===== src/rtl/seg7_frame_capture.sv =====
// Recovers hex digits and DP from a multiplexed active-low 7-segment bus; optional blank decode via SEG7_CAP_BLANK_EN.
// Latency: a digit commits on the STABLE_CYCLES-th edge that registers an unchanged legal sample.
// Backpressure: none; observe-only monitor, en=0 freezes outputs and suppresses commits.
module seg7_frame_capture #(
   parameter int NUM_DIGITS    = 8,
   parameter int STABLE_CYCLES = 4
) (
   input  logic                    clk,
   input  logic                    rst_n,
   input  logic                    en,
   input  logic [NUM_DIGITS-1:0]   an_n,
   input  logic [7:0]              seg_n,
   output logic [4*NUM_DIGITS-1:0] digits_out,
   output logic [NUM_DIGITS-1:0]   dp_out,
   output logic [NUM_DIGITS-1:0]   digit_err,
   output logic [NUM_DIGITS-1:0]   blank_out,
   output logic                    frame_valid,
   output logic                    frame_err
);

   typedef struct packed {
      logic [NUM_DIGITS-1:0] an;
      logic [7:0]            seg;
   } sample_t;

   localparam logic [7:0] CNT_MAX = 8'(STABLE_CYCLES);

   sample_t                         bus_dat;
   sample_t                         s_dat;
   logic    [7:0]                   cnt;
   logic    [7:0]                   cnt_nxt;
   logic                            bus_legal;
   logic                            commit_vld;
   logic                            blank_pat;
   logic    [4:0]                   dec_dat;
   logic    [NUM_DIGITS-1:0]        sel;
   logic    [NUM_DIGITS-1:0]        seen_q;
   logic    [NUM_DIGITS-1:0]        seen_nxt;
   logic                            frame_done;
   logic    [NUM_DIGITS-1:0][3:0]   dig_q;
   logic    [NUM_DIGITS-1:0][3:0]   dig_nxt;
   logic    [NUM_DIGITS-1:0]        dp_q;
   logic    [NUM_DIGITS-1:0]        dp_nxt;
   logic    [NUM_DIGITS-1:0]        err_q;
   logic    [NUM_DIGITS-1:0]        err_nxt;
   logic    [NUM_DIGITS-1:0]        blank_q;
   logic    [NUM_DIGITS-1:0]        blank_nxt;

   function automatic logic one_low(input logic [NUM_DIGITS-1:0] an);
      int zeros;
      zeros = 0;
      for (int i = 0; i < NUM_DIGITS; i++) begin
         if (!an[i]) zeros++;
      end
      return (zeros == 1);
   endfunction

   // {valid, nibble} for active-low A..G
   function automatic logic [4:0] decode(input logic [6:0] p);
      logic [4:0] r;
      case (p)
         7'b0000001: r = {1'b1, 4'h0};
         7'b1001111: r = {1'b1, 4'h1};
         7'b0010010: r = {1'b1, 4'h2};
         7'b0000110: r = {1'b1, 4'h3};
         7'b1001100: r = {1'b1, 4'h4};
         7'b0100100: r = {1'b1, 4'h5};
         7'b0100000: r = {1'b1, 4'h6};
         7'b0001111: r = {1'b1, 4'h7};
         7'b0000000: r = {1'b1, 4'h8};
         7'b0000100: r = {1'b1, 4'h9};
         7'b0001000: r = {1'b1, 4'hA};
         7'b1100000: r = {1'b1, 4'hB};
         7'b0110001: r = {1'b1, 4'hC};
         7'b1000010: r = {1'b1, 4'hD};
         7'b0110000: r = {1'b1, 4'hE};
         7'b0111000: r = {1'b1, 4'hF};
         default:    r = 5'b0;
      endcase
      return r;
   endfunction

   assign bus_dat = '{an: an_n, seg: seg_n};

`ifdef SEG7_CAP_BLANK_EN
   assign blank_pat = (s_dat.seg[7:1] == 7'b1111111);
`else
   assign blank_pat = 1'b0;
`endif

   // The incoming sample is compared against the registered one so that cnt
   // already counts the sample being captured on this edge; once cnt reaches
   // 2 the registered copy equals the bus, so commit data comes from s_dat.
   always_comb begin
      bus_legal = one_low(bus_dat.an);
      if (!en || !bus_legal)      cnt_nxt = 8'd0;
      else if (bus_dat != s_dat)  cnt_nxt = 8'd1;
      else if (cnt == CNT_MAX)    cnt_nxt = cnt;
      else                        cnt_nxt = cnt + 8'd1;
      commit_vld = (cnt_nxt == CNT_MAX) && (cnt != CNT_MAX);
   end

   always_comb begin
      sel       = ~s_dat.an & {NUM_DIGITS{commit_vld}};
      dec_dat   = decode(s_dat.seg[7:1]);
      dig_nxt   = dig_q;
      dp_nxt    = dp_q;
      err_nxt   = err_q;
      blank_nxt = blank_q;
      for (int i = 0; i < NUM_DIGITS; i++) begin
         if (sel[i]) begin
            dp_nxt[i] = ~s_dat.seg[0];
            if (dec_dat[4]) begin
               dig_nxt[i]   = dec_dat[3:0];
               err_nxt[i]   = 1'b0;
               blank_nxt[i] = 1'b0;
            end else if (blank_pat) begin
               err_nxt[i]   = 1'b0;
               blank_nxt[i] = 1'b1;
            end else begin
               err_nxt[i]   = 1'b1;
            end
         end
      end
      seen_nxt   = seen_q | sel;
      frame_done = commit_vld && (&seen_nxt);
   end

   always_ff @(posedge clk or negedge rst_n) begin
      if (!rst_n) begin
         s_dat       <= '0;
         cnt         <= '0;
         seen_q      <= '0;
         dig_q       <= '0;
         dp_q        <= '0;
         err_q       <= '0;
         blank_q     <= '0;
         frame_valid <= 1'b0;
         frame_err   <= 1'b0;
      end else begin
         s_dat       <= bus_dat;
         cnt         <= cnt_nxt;
         seen_q      <= frame_done ? '0 : seen_nxt;
         dig_q       <= dig_nxt;
         dp_q        <= dp_nxt;
         err_q       <= err_nxt;
         blank_q     <= blank_nxt;
         frame_valid <= frame_done;
         if (frame_done) frame_err <= |err_nxt;
      end
   end

   assign digits_out = dig_q;
   assign dp_out     = dp_q;
   assign digit_err  = err_q;
   assign blank_out  = blank_q;

endmodule

===== config.mk =====
export PLATFORM = sky130hd
export DESIGN_NAME = seg7_frame_capture
export DESIGN_NICKNAME = d
export VERILOG_FILES = /design/src/rtl/seg7_frame_capture.sv
export SDC_FILE = /design/constraint.sdc
export NUM_CORES = 1
export LEC_CHECK = 0
export CORE_UTILIZATION = 30
export CTS_CLUSTER_SIZE = 12
export DETAILED_ROUTE_END_ITERATION = 6
export HOLD_SLACK_MARGIN = 0.05
export PLACE_DENSITY = 0.63
export SETUP_SLACK_MARGIN = 0.2
export SLEW_MARGIN = 20
export SYNTH_ARGS = -nofsm -noshare
export SYNTH_HDL_FRONTEND = slang
export SYNTH_SLANG_ARGS = --single-unit

===== constraint.sdc =====
create_clock -name clk -period 2.7 [get_ports clk]
set_input_delay 0.54 -clock clk [delete_from_list [all_inputs] [get_ports clk]]
set_output_delay 0.54 -clock clk [all_outputs]
set_load 0.01 [all_outputs]

Word level (Yosys, flattened, before mapping)
Cells that the tools add are included.
{"block": "op_classes", "eq_ne": 20, "n_mux": 22, "addsub": 8, "bitwise_logic": 4, "reduce_logical": 16}
{"cell": "32-bit by 2-bit adder with 32-bit output (second input constant)", "n": 7}
{"cell": "32-bit 2-to-1 mux", "n": 7}
{"cell": "5-bit one-hot mux with 16 select lines", "n": 1}
{"cell": "7-bit by 6-bit == test with 1-bit output (second input constant)", "n": 5}
{"cell": "32-bit by 2-bit == test with 1-bit output (second input constant)", "n": 1}
{"cell": "8-bit 2-to-1 mux", "n": 4}
{"cell": "7-bit == test (second input constant)", "n": 4}
{"cell": "8-bit by 3-bit == test with 1-bit output (second input constant)", "n": 2}
{"cell": "16-bit inequality test", "n": 1}
{"cell": "2-bit AND reduction", "n": 8}
{"cell": "7-bit by 3-bit == test with 1-bit output (second input constant)", "n": 2}
{"cell": "7-bit by 4-bit == test with 1-bit output (second input constant)", "n": 2}
{"cell": "1-bit 2-to-1 mux", "n": 10}
{"cell": "8-bit by 1-bit adder with 8-bit output (second input constant)", "n": 1}
{"cell": "8-bit AND", "n": 1}
{"cell": "8-bit by 3-bit inequality test with 1-bit output (second input constant)", "n": 1}
{"cell": "8-bit NOT", "n": 1}
{"cell": "8-bit OR", "n": 1}
{"cell": "8-bit AND reduction", "n": 1}
{"cell": "8-bit OR reduction", "n": 1}
{"cell": "7-bit by 1-bit == test with 1-bit output (second input constant)", "n": 1}
{"cell": "7-bit by 5-bit == test with 1-bit output (second input constant)", "n": 1}
{"cell": "7-bit zero test", "n": 1}
{"cell": "1-bit logical AND", "n": 2}
{"cell": "other kinds (3)", "n": 4}
{"block": "totals", "out_inout_bits": 58, "ff_bits": 82, "elab_cells": 93, "inputBits": 19}

Logic depth before layout (Yosys ltp)
Gate-level depths: netlist of run 1.
{"block": "depth", "word_depth": 26, "ltp_mapped": 30, "ltp_nobuf": 27}

Worst setup path after synthesis of run 1
OpenSTA, ideal clock, no wires.
{"block": "synth_timing", "path_kind": "input to register", "from": "input port an_n[0]", "to": "register frame_err", "setup_time_ps": 134, "stages": 28, "path_slack_ps": -2836, "path_buffers": 3, "arrival_time_ps": 5402, "required_ps": 2566, "path_cell_list": "inv_1 -> ha_1 -> buf_4 -> xnor2_1 -> ha_1 -> nand2b_1 -> nand2_1 -> ha_1 -> nand2b_1 -> nand2_1 -> ha_1 -> nor2_1 -> a31oi_1 -> a41oi_1 -> inv_1 -> ha_1 -> nor2_1 -> a21oi_1 -> ha_1 -> or3_1 -> mux2i_1 -> a211oi_1 -> nand2b_4 -> buf_6 -> buf_2 -> o41a_1 -> a2111oi_2 -> a21oi_1"}
{"block": "synth_via", "elab_chain_cells": 25, "word_cells_on_any_way": 36, "classes_between": "7 x add/sub; 3 x eq/ne; 18 x mux; 2 x bitwise; 6 x reduce/logical"}
{"item": "start, declared", "line_no": "11", "rtl": "input logic [NUM_DIGITS-1:0] an_n,"}
{"item": "1-bit 2-to-1 mux", "line_no": "53", "rtl": "if (!an[i]) zeros++;"}
{"item": "32-bit by 2-bit adder with 32-bit output", "line_no": "53"}
{"item": "32-bit 2-to-1 mux", "line_no": "53"}
{"item": "32-bit by 2-bit adder with 32-bit output", "line_no": "53"}
{"item": "32-bit 2-to-1 mux", "line_no": "53"}
{"item": "32-bit by 2-bit adder with 32-bit output", "line_no": "53"}
{"item": "32-bit 2-to-1 mux", "line_no": "53"}
{"item": "32-bit by 2-bit adder with 32-bit output", "line_no": "53"}
{"item": "[... 9 more ...]"}
{"item": "1-bit logical OR", "line_no": "96", "rtl": "if (!en || !bus_legal) cnt_nxt = 8'd0;"}
{"item": "8-bit 2-to-1 mux *", "line_no": "96"}
{"item": "8-bit by 3-bit == test with 1-bit output *", "line_no": "100", "rtl": "commit_vld = (cnt_nxt == CNT_MAX) && (cnt != CNT_MAX);"}
{"item": "1-bit logical AND *", "line_no": "100"}
{"item": "8-bit AND", "line_no": "104", "rtl": "sel = ~s_dat.an & {NUM_DIGITS{commit_vld}};"}
{"item": "8-bit OR", "line_no": "125", "rtl": "seen_nxt = seen_q | sel;"}
{"item": "8-bit AND reduction", "line_no": "126", "rtl": "frame_done = commit_vld && (&seen_nxt);"}
{"item": "1-bit logical AND", "line_no": "126"}
{"item": "end signal, assigned", "line_no": "149", "rtl": "if (frame_done) frame_err <= |err_nxt;"}
{"item": "end, declared", "line_no": "18", "rtl": "output logic frame_err"}
Mark *: on every way between the ends. The rest lies on a longest branch, timed or not.
A chain may end at the register's enable or synchronous reset.

Worst setup path in the final report of run 1
{"block": "layout_timing", "from": "input port an_n[0]", "to": "register dig_q, in the netlist digits_out[17]"}
{"block": "layout_via", "elab_chain_cells": 23, "word_cells_on_any_way": 25, "classes_between": "7 x add/sub; 3 x eq/ne; 10 x mux; 1 x bitwise; 4 x reduce/logical"}
{"item": "1-bit 2-to-1 mux", "line_no": "53"}
{"item": "32-bit by 2-bit adder with 32-bit output", "line_no": "53"}
{"item": "32-bit 2-to-1 mux", "line_no": "53"}
{"item": "32-bit by 2-bit adder with 32-bit output", "line_no": "53"}
{"item": "32-bit 2-to-1 mux", "line_no": "53"}
{"item": "32-bit by 2-bit adder with 32-bit output", "line_no": "53"}
{"item": "32-bit 2-to-1 mux", "line_no": "53"}
{"item": "32-bit by 2-bit adder with 32-bit output", "line_no": "53"}
{"item": "[... 7 more ...]"}
{"item": "32-bit by 2-bit == test with 1-bit output", "line_no": "55", "rtl": "return (zeros == 1);"}
{"item": "1-bit zero test", "line_no": "96"}
{"item": "1-bit logical OR", "line_no": "96"}
{"item": "8-bit 2-to-1 mux *", "line_no": "96"}
{"item": "8-bit by 3-bit == test with 1-bit output *", "line_no": "100"}
{"item": "1-bit logical AND *", "line_no": "100"}
{"item": "8-bit AND *", "line_no": "104"}
{"item": "2-bit AND reduction (no source line) *"}
{"item": "end signal, assigned", "line_no": "144", "rtl": "dig_q <= dig_nxt;"}
{"item": "end, declared", "line_no": "40", "rtl": "logic [NUM_DIGITS-1:0][3:0] dig_q;"}
Marked as above.

==> flow_metrics.py, run 1 <==
metrics = {
    "clock_tree": {
        "cts_buffers": 9,
        "cts_tree": "yes",
        "cts-root-buf": "clkbuf_16",
        "clk_path_buf_depth": 2,
        "h-tree-depth": 3,
        "clk_latency_ps": 340,
        "holdBufCountCts": 0,
        "cts_sinks": 82,
        "cts.clk_slew.worst_paths_ps": 60,
    },
    "synthesis": {
        "synth-edff-count": 0,
        "syn_inst": 444,
        "synthArstFlopShare": 1.00,
        "netlist_top_cells_count": "82 x dfrtp_1, 29 x nor2_1, 26 x o21ai_0",
        "synth_flop_cell": "dfrtp_1",
        "syn_area_um2": 4650,
        "synth_most_common_cell": "dfrtp_1",
        "syn_avg_cell_area_um2": 10.5,
        "synth_seq_cells": 82,
        "synth_top_area_frac": 0.441,
        "yosys-top-cells-area": "dfrtp_1 44%, mux2_2 5.3%, xor2_1 3.8%, o21ai_0 2.8%, ha_1 2.4%",
        "yosys.cell_types.count": 72,
        "yosys.area.top_type": "dfrtp_1",
        "seq_area_frac_synth": 0.441,
        "yosysWarnings": 0,
    },
    "power": {
        "vdd_drop_max_uv": 403,
        "netSwitchingFraction": 0.290,
        "pwr_density_cell_nw_per_um2": 508,
        "leakagePower_nw": 3.23,
        "internal_power_mw": 2.58,
        "seqPwrFrac": 0.346,
        "switchingPower_mw": 1.05,
        "comb_power_share": 0.293,
        "power_frac_clock": 0.361,
    },
    "critical_path": {
        "critPathKind": "in2reg",
        "arrival_ps": 4900,
        "critPathBufInv": 4,
        "path_max_fanout": 5,
        "worstPathRequired_ps": 2920,
        "path_delay_family": "simple AND/OR/NAND/NOR gates",
        "crit_top_cell": "ha_4",
        "slowest_stage": "or3_4",
        "startpoint_type": "input port",
        "slowest_delay_ps": 430,
        "end_kind": "register",
    },
    "finish": {
        "final-instance-count-excl-fill": 810,
        "n_antenna_cell": 0,
        "fin_nets": 645,
        "multi_input_area_um2": 2830,
        "area_delta_synth_final_pct": 53.7,
        "fillers": 1359,
        "drive_above_1_share": 0.378,
        "register_area_um2": 2050,
    },
    "sta": {
        "finalCriticalPeriod_ps": 4690,
        "fin_skew_ps": 15.4,
        "fmax_mhz": 213,
        "tightest_slew_ps": 667,
        "slew_violations": 0,
        "maxSlewHeadroom": 0.556,
        "holdWs_ps": 225,
        "rsz0062_at_grt": "true",
        "fin_ws_ps": -1990,
        "finalCritPeriodShare": 1.74,
        "setup_viol": 66,
        "hold_violations": 0,
    },
    "die": {
        "coreArea_um2": 15100,
        "row_count": 45,
        "dieArea_um2": 16000,
        "start_util": 0.307,
        "die_h_um": 127,
        "io_pins": 77,
        "die_w_um": 127,
    },
    "status": {
        "outcome": "complete, but fails checks",
        "failed_checks": "setup timing",
    },
    "drt": {
        "ant_nets": 0,
        "wirelength_mm": 13.5,
        "viasPerCell": 5.03,
        "wl_per_cell_um": 16.7,
        "vias": 4075,
        "drc_errors": 0,
        "drtIter0Drc": 166,
        "first_pass_iters": 5,
    },
    "placement": {
        "place_congestion": 0.856,
        "dpl.cell_count": 776,
        "io_buffers": 68,
        "dp.final_hpwl_mm": 9.79,
    },
    "grt": {
        "grt_usage": 0.175,
        "grt_pass1_vias": 4355,
        "grt_max_degree": 49,
        "gr-total-overflow": 0,
        "antenna_found_initial": 0,
        "grt_pass1_wl_mm": 22.3,
    },
    "run": {
        "maxCapViolations": 0,
    },
    "hold_path": {
        "hp-class": "in2async",
    },
}
cells by family after synthesis:
family	synth area share
adders and majority gates	0.0242
xor gates and xnor gates	0.0721
and+or+nand+nor	0.192
muxes	0.0764
AOI/OAI and AO/OA	0.138
DFF	0.441
buffers and inverters	0.0560
other	0.000806
metal layers:
layer  vias to the layer above  GRT usage  share of wire
li1                       1932          -              -
met1                      2035      0.218           0.44
met2                        94      0.310           0.51
met3                        14     0.0392          0.043
met4                         0     0.0347          0.010
met5                         -          0              0
registers in the layout, indices dropped and copies added, names as in the netlist:
name	count
digit_err	8
frame_valid	1
dp_out	8
seen_q	8
digits_out	32
frame_err	1
cnt	8
s_dat	16
what timing repair did:
item | in CTS | in global routing
resized for setup | 58 | 45
pin swaps | 28 | 20
cloned | 1 | 0
setup buffers | 14 | 3
hold endpoints to repair | 0 | 0
setup endpoints to repair | 66 | 66
final cells by class:
class / count / area share
flip-flops and latches: 82 / 0.287
repair buffers: 185 / 0.227
clock buffers: 12 / 0.0373
well taps: 188 / 0.0329
clock inverters: 4 / 0.00788
inverters: 20 / 0.0130
multi-input cells: 319 / 0.395
power groups by stage:
stage	sequential [mW]	combinational, mW	clock (mW)
global route	1.26	1.14	1.41
global placement	1.28	0.747	0
CTS	1.26	0.950	1.34
floorplan	1.28	0.455	0
detailed placement	1.28	0.764	0
finish	1.26	1.06	1.31
stage by stage:
| step | power (mW) | setup TNS (ps) | setup WS [ps] | instance area (µm²) | utilization |
|---|---|---|---|---|---|
| finish | 3.63 | -120930 | -1990 | 7150 | 0.472 |
| global route | 3.80 | -134380 | -2160 | 7150 | 0.472 |
| CTS | 3.54 | -132570 | -2220 | 6970 | 0.460 |
| detailed placement | 2.04 | -188730 | -3010 | 6300 | 0.416 |
| global placement | 2.03 | -182740 | -2910 | 6300 | 0.416 |
| floorplan | 1.74 | -148410 | -2500 | 4830 | - |
placed cells by master, fill, tap and decap left out, types with 6 or more instances in the layout:
cell type        instances
nand2b_1                 8
xor2_1                  20
nand2_1                 13
nor4_4                   9
nand3_1                  6
buf_6                   17
a21oi_1                 12
nor3_1                   8
o21ai_1                 14
clkdlybuf4s50_1         63
nor4_1                   6
mux2_4                   7
mux2_2                  18
conb_1                   8
nand2_4                  6
a22o_1                   8
nor2b_1                  8
nor2_1                  25
inv_1                   15
clkbuf_16                9
xnor2_1                  7
o21ai_0                 12
dfrtp_1                 82
buf_4                  101
ha_4                     6
worst paths after layout:
check | endpoint | start | slack, ps | depth (start not counted)
worst max-delay path | digits_out[17]$_DFFE_PN0P_ | an_n[0] | -1990 | 27
worst min-delay path | digits_out[14]$_DFFE_PN0P_ | rst_n | 220 | 1
worst max register to register | frame_err$_DFFE_PN0P_ | cnt[0]$_DFF_PN0_ | -600 | 10
worst min register to register | digits_out[27]$_DFFE_PN0P_ | digits_out[27]$_DFFE_PN0P_ | 500 | 1
max in group asynchronous | cnt[6]$_DFF_PN0_ | rst_n | 1850 | 2
min in group clk | s_dat[9]$_DFF_PN0_ | an_n[1] | 480 | 2
Power figures use the tool's default switching activity.
==> run 2: changes to the inputs <==
--- a/config.mk
+++ b/config.mk
@@ -15,3 +15,4 @@
 export SYNTH_ARGS = -nofsm -noshare
 export SYNTH_HDL_FRONTEND = slang
 export SYNTH_SLANG_ARGS = --single-unit
+export TNS_END_PERCENT = 10
==> run 2 against run 1 <==
  * The run still ends with setup timing left
  * Flip-flop and latch count stayed put
  * Combinational power up 5%
  * Core utilization rose by 0.058 points
  * Critical path depth is 3 higher
  * Non-clock buffer count is 8 higher
  * First-iteration DRC count is 25% higher
  * Via count up 0.25%
  * Clock skew decreased by 2.5 ps
  * Global-route usage is 0.29 points lower
  * Register-to-register slack improved by 120 ps
  * Critical path type unchanged
==> flow_metrics.py, run 2 (synthesized netlist as in run 1, its figures left out) <==
metrics = {
    "power": {
        "p_total_mw": 3.65,
        "seqPwrFrac": 0.344,
        "netSwitchingFraction": 0.302,
        "leakagePower_nw": 3.22,
        "switchingPower_mw": 1.10,
        "power_frac_clock": 0.353,
        "comb_power_share": 0.303,
        "vdd_drop_max_uv": 352,
        "internal_power_mw": 2.55,
        "pwr_density_cell_nw_per_um2": 510,
    },
    "finish": {
        "largest_register_ffs": 32,
        "fin_nets": 653,
        "area_delta_synth_final_pct": 53.9,
        "final-instance-count-excl-fill": 818,
        "design_area_um2": 7160,
        "n_antenna_cell": 0,
        "final_cell_mix": "111 x buf_4, 82 x dfrtp_1, 64 x clkdlybuf4s50_1",
        "drive_above_1_share": 0.386,
        "fin_util": 0.472,
        "mostFrequentLayoutCell": "buf_4",
    },
    "grt": {
        "grt_max_degree": 49,
        "grt_pass1_vias": 4233,
        "grt_usage": 0.172,
        "antenna_found_initial": 0,
        "grt_pass1_wl_mm": 21.7,
        "gr-total-overflow": 0,
    },
    "critical_path": {
        "crit_top_cell": "buf_6",
        "critPathKind": "in2reg",
        "slowest_stage": "o41a_1",
        "startpoint_type": "input port",
        "arrival_ps": 5100,
        "worstPathRequired_ps": 2910,
        "path_max_fanout": 5,
        "slowest_delay_ps": 410,
        "r2r_cells": 10,
        "end_kind": "register",
    },
    "sta": {
        "tightest_slew_ps": 689,
        "rsz0062_at_grt": "true",
        "holdWs_ps": 153,
        "hold_violations": 0,
        "fmax_mhz": 205,
        "slew_violations": 0,
        "fin_skew_ps": 12.9,
        "finalCritPeriodShare": 1.81,
        "maxSlewHeadroom": 0.531,
        "fin_ws_ps": -2180,
        "finalCriticalPeriod_ps": 4880,
        "setup_viol": 66,
        "finalSetupTns_ps": -128760,
    },
    "clock_tree": {
        "cts.clk_slew.worst_paths_ps": 70,
        "cts_buffers": 9,
        "h-tree-depth": 3,
        "cts_sinks": 82,
        "cts_tree": "yes",
        "cts-root-buf": "clkbuf_16",
        "holdBufCountCts": 0,
        "clk_latency_ps": 350,
        "clk_path_buf_depth": 2,
    },
    "status": {
        "outcome": "complete, but fails checks",
        "failed_checks": "setup timing",
    },
    "placement": {
        "place_worst_setup_slack_ps": -3100,
        "io_buffers": 68,
        "place_congestion": 0.865,
        "dp.final_hpwl_mm": 9.35,
        "dpl.cell_count": 779,
        "placed_area_um2": 6280,
    },
    "drt": {
        "drtIter0Drc": 208,
        "first_pass_iters": 6,
        "wirelength_mm": 13.4,
        "vias": 4085,
        "ant_nets": 0,
        "drc_errors": 0,
        "wl_per_cell_um": 16.3,
        "viasPerCell": 4.99,
    },
    "die": {
        "coreArea_um2": 15100,
        "io_pins": 77,
        "dieArea_um2": 16000,
        "start_util": 0.307,
        "die_w_um": 127,
        "row_count": 45,
        "die_h_um": 127,
    },
    "hold_path": {
        "hp-class": "in2async",
    },
    "run": {
        "maxCapViolations": 0,
    },
}
[run 2: power groups by stage]
stage	registers [mW]	logic, mW	clock network, mW
5_1_grt	1.26	1.19	1.36
2_1_floorplan	1.28	0.434	0
3_5_place_dp	1.28	0.735	0
4_1_cts	1.26	0.914	1.30
3_3_place_gp	1.28	0.714	0
6_report	1.26	1.11	1.29
[run 2: timing repair]
item / CTS / global route
buffers inserted: 10 / 12
gates cloned: 1 / 0
pin swaps: 33 / 27
gates resized for setup: 67 / 32
setup endpoints to repair: 66 / 66
[run 2: worst max-delay path: cells and delay by family]
kind            cells  cell delay (ps)
buf+inv            12             1300
fa+ha+maj           4              930
xor+xnor            1              170
simple gates        5              670
mux                 1              170
compound gates      7             1260
[run 2: routing by layer]
metal	wire length, µm	GRT usage
met1	5980	0.224
met5	0	0
met2	6720	0.289
met4	97	0.0482
met3	554	0.0350
[run 2: cell type report]
| class | instances | area, µm² |
|---|---|---|
| Timing Repair Buffer | 193 | 1680 |
| Clock buffer | 9 | 225 |
| Sequential cell | 82 | 2050 |
| Fill cell | 1383 | 7990 |
| Multi-Input combinational cell | 319 | 2790 |
| Inverter | 20 | 91.3 |
| Clock inverter | 7 | 81.3 |
| Tap cell | 188 | 235 |
[run 2: worst paths after layout]
path                                startpoint                         end  slack, ps
max in group asynchronous                rst_n  digits_out[21]$_DFFE_PN0P_       1930
hold reg to reg            seen_q[5]$_DFF_PN0_         seen_q[5]$_DFF_PN0_        500
setup / recovery                       an_n[0]       frame_err$_DFFE_PN0P_      -2180
setup reg to reg           s_dat[15]$_DFF_PN0_       frame_err$_DFFE_PN0P_       -480
hold / removal                           rst_n         s_dat[13]$_DFF_PN0_        150
min in group clk                       an_n[1]          s_dat[9]$_DFF_PN0_        460
==> run 3: changes to the inputs <==
--- a/config.mk
+++ b/config.mk
@@ -10,7 +10,7 @@
 export DETAILED_ROUTE_END_ITERATION = 6
 export HOLD_SLACK_MARGIN = 0.05
 export PLACE_DENSITY = 0.63
-export SETUP_SLACK_MARGIN = 0.2
+export SETUP_SLACK_MARGIN = 0.15
 export SLEW_MARGIN = 20
 export SYNTH_ARGS = -nofsm -noshare
 export SYNTH_HDL_FRONTEND = slang
==> run 3 against run 2 <==
  * The flow still finishes with violations (setup timing)
  * Largest cell class unchanged
  * First-iteration DRC count shrank 7.2%
  * Worst hold slack lost 1.4 ps
  * Critical endpoint unchanged
  * Sequential share of layout area is essentially flat
==> flow_metrics.py, run 3 (synthesized netlist as in run 1, its figures left out) <==
metrics = {
    "status": {
        "outcome": "complete, but fails checks",
        "failed_checks": "setup timing",
    },
    "grt": {
        "grt_pass1_wl_mm": 21.7,
        "gr-total-overflow": 0,
        "grt_pass1_vias": 4233,
        "grt_usage": 0.172,
        "grt_max_degree": 49,
        "antenna_found_initial": 0,
    },
    "finish": {
        "mostFrequentLayoutCell": "buf_4",
        "largest_register_ffs": 32,
        "fillers": 1376,
        "final-instance-count-excl-fill": 817,
        "final_cell_mix": "109 x buf_4, 82 x dfrtp_1, 64 x clkdlybuf4s50_1",
        "fin_nets": 652,
        "design_area_um2": 7160,
        "n_antenna_cell": 0,
        "drive_above_1_share": 0.385,
        "area_delta_synth_final_pct": 53.9,
        "fin_util": 0.473,
    },
    "clock_tree": {
        "cts_sinks": 82,
        "clk_latency_ps": 350,
        "cts_tree": "yes",
        "cts_buffers": 9,
        "clk_path_buf_depth": 2,
        "cts.clk_slew.worst_paths_ps": 70,
        "holdBufCountCts": 0,
        "h-tree-depth": 3,
        "cts-root-buf": "clkbuf_16",
    },
    "drt": {
        "met1Wirelength_mm": 5.93,
        "wirelength_mm": 13.4,
        "viasPerCell": 5.02,
        "drc_errors": 0,
        "dr_wl_met2_mm": 6.75,
        "vias": 4100,
        "wl_per_cell_um": 16.4,
        "route.met3.wl_um": 625,
        "top_layer": "met4",
        "ant_nets": 0,
        "drtIter0Drc": 193,
        "first_pass_iters": 4,
    },
    "critical_path": {
        "startpoint_type": "input port",
        "slowest_stage": "or4b_4",
        "slowest_delay_ps": 500,
        "worstPathRequired_ps": 2910,
        "critPathKind": "in2reg",
        "path_max_fanout": 5,
        "crit_top_cell": "buf_6",
        "arrival_ps": 5080,
        "end_kind": "register",
    },
    "sta": {
        "fin_skew_ps": 12.2,
        "fmax_mhz": 205,
        "rsz0062_at_grt": "true",
        "finalCriticalPeriod_ps": 4870,
        "finalCritPeriodShare": 1.80,
        "hold_violations": 0,
        "setup_viol": 66,
        "fin_ws_ps": -2170,
        "tightest_slew_ps": 688,
        "maxSlewHeadroom": 0.531,
        "slew_violations": 0,
    },
    "power": {
        "leakagePower_nw": 3.23,
        "p_total_mw": 3.62,
        "pwr_density_cell_nw_per_um2": 506,
        "vdd_drop_max_uv": 352,
    },
    "placement": {
        "io_buffers": 68,
        "dp.final_hpwl_mm": 9.35,
        "placed_area_um2": 6280,
        "place_worst_setup_slack_ps": -3100,
        "dpl.cell_count": 779,
        "place_congestion": 0.865,
    },
    "run": {
        "maxCapViolations": 0,
    },
    "die": {
        "die_w_um": 127,
        "io_pins": 77,
        "dieArea_um2": 16000,
        "start_util": 0.307,
        "row_count": 45,
        "coreArea_um2": 15100,
        "die_h_um": 127,
    },
    "hold_path": {
        "hp-class": "in2async",
    },
}
==> run 3: routing by layer <==
layer,track usage,vias up
met2,0.289,106
met1,0.224,2033
met5,0,-
met3,0.0350,6
met4,0.0482,0
li1,-,1955
==> run 3: stage by stage <==
| stage | setup TNS [ps] | hold slack, ps |
|---|---|---|
| after floorplan | -150620 | 244 |
| after global placement | -182690 | 479 |
| after detailed placement | -190550 | 483 |
| after CTS | -133490 | 168 |
| after global routing | -137820 | 199 |
| final | -127650 | 152 |
==> run 3: report_power, final <==
part	leakage (nW)	total (mW)	internal [mW]	switching, mW
registers	1.10	1.26	1.24	0.0121
clock network	0.153	1.29	0.735	0.550
logic	1.97	1.08	0.549	0.531
total	3.23	3.62	2.53	1.09
==> run 3: cell type report <==
cell class	instances	area (µm²)	area share
multi-input cells	319	2800	0.391
flip-flops and latches	82	2050	0.287
repair buffers	192	1680	0.234
well taps	188	235	0.0329
clock buffers	9	225	0.0315
inverters	20	91.3	0.0128
clock inverters	7	81.3	0.0114
==> run 3: path summary, 6_finish.rpt <==
| kind | to | startpoint | slack [ps] | cells past startpoint |
|---|---|---|---|---|
| setup / recovery | frame_err$_DFFE_PN0P_ | an_n[0] | -2170 | 29 |
| hold / removal | s_dat[13]$_DFF_PN0_ | rst_n | 150 | 1 |
| setup reg to reg | frame_err$_DFFE_PN0P_ | s_dat[15]$_DFF_PN0_ | -480 | 10 |
| hold reg to reg | seen_q[5]$_DFF_PN0_ | seen_q[5]$_DFF_PN0_ | 500 | 1 |
| max in group asynchronous | digits_out[28]$_DFFE_PN0P_ | rst_n | 1930 | 2 |
| min in group clk | s_dat[9]$_DFF_PN0_ | an_n[1] | 460 | 2 |
==> run 3: what timing repair did <==
item	in CTS	in global routing
setup buffers	10	12
gates resized for setup	67	34
setup endpoints to repair	66	66
pin swaps	33	25
gates cloned	1	0
==> run 3: critical path: cells and delay by family <==
kind	cells	cell delay, ps
compound gates	6	870
simple gates	6	1170
fa+ha+maj	4	930
mux	1	170
xor+xnor	1	170
buf+inv	11	1180
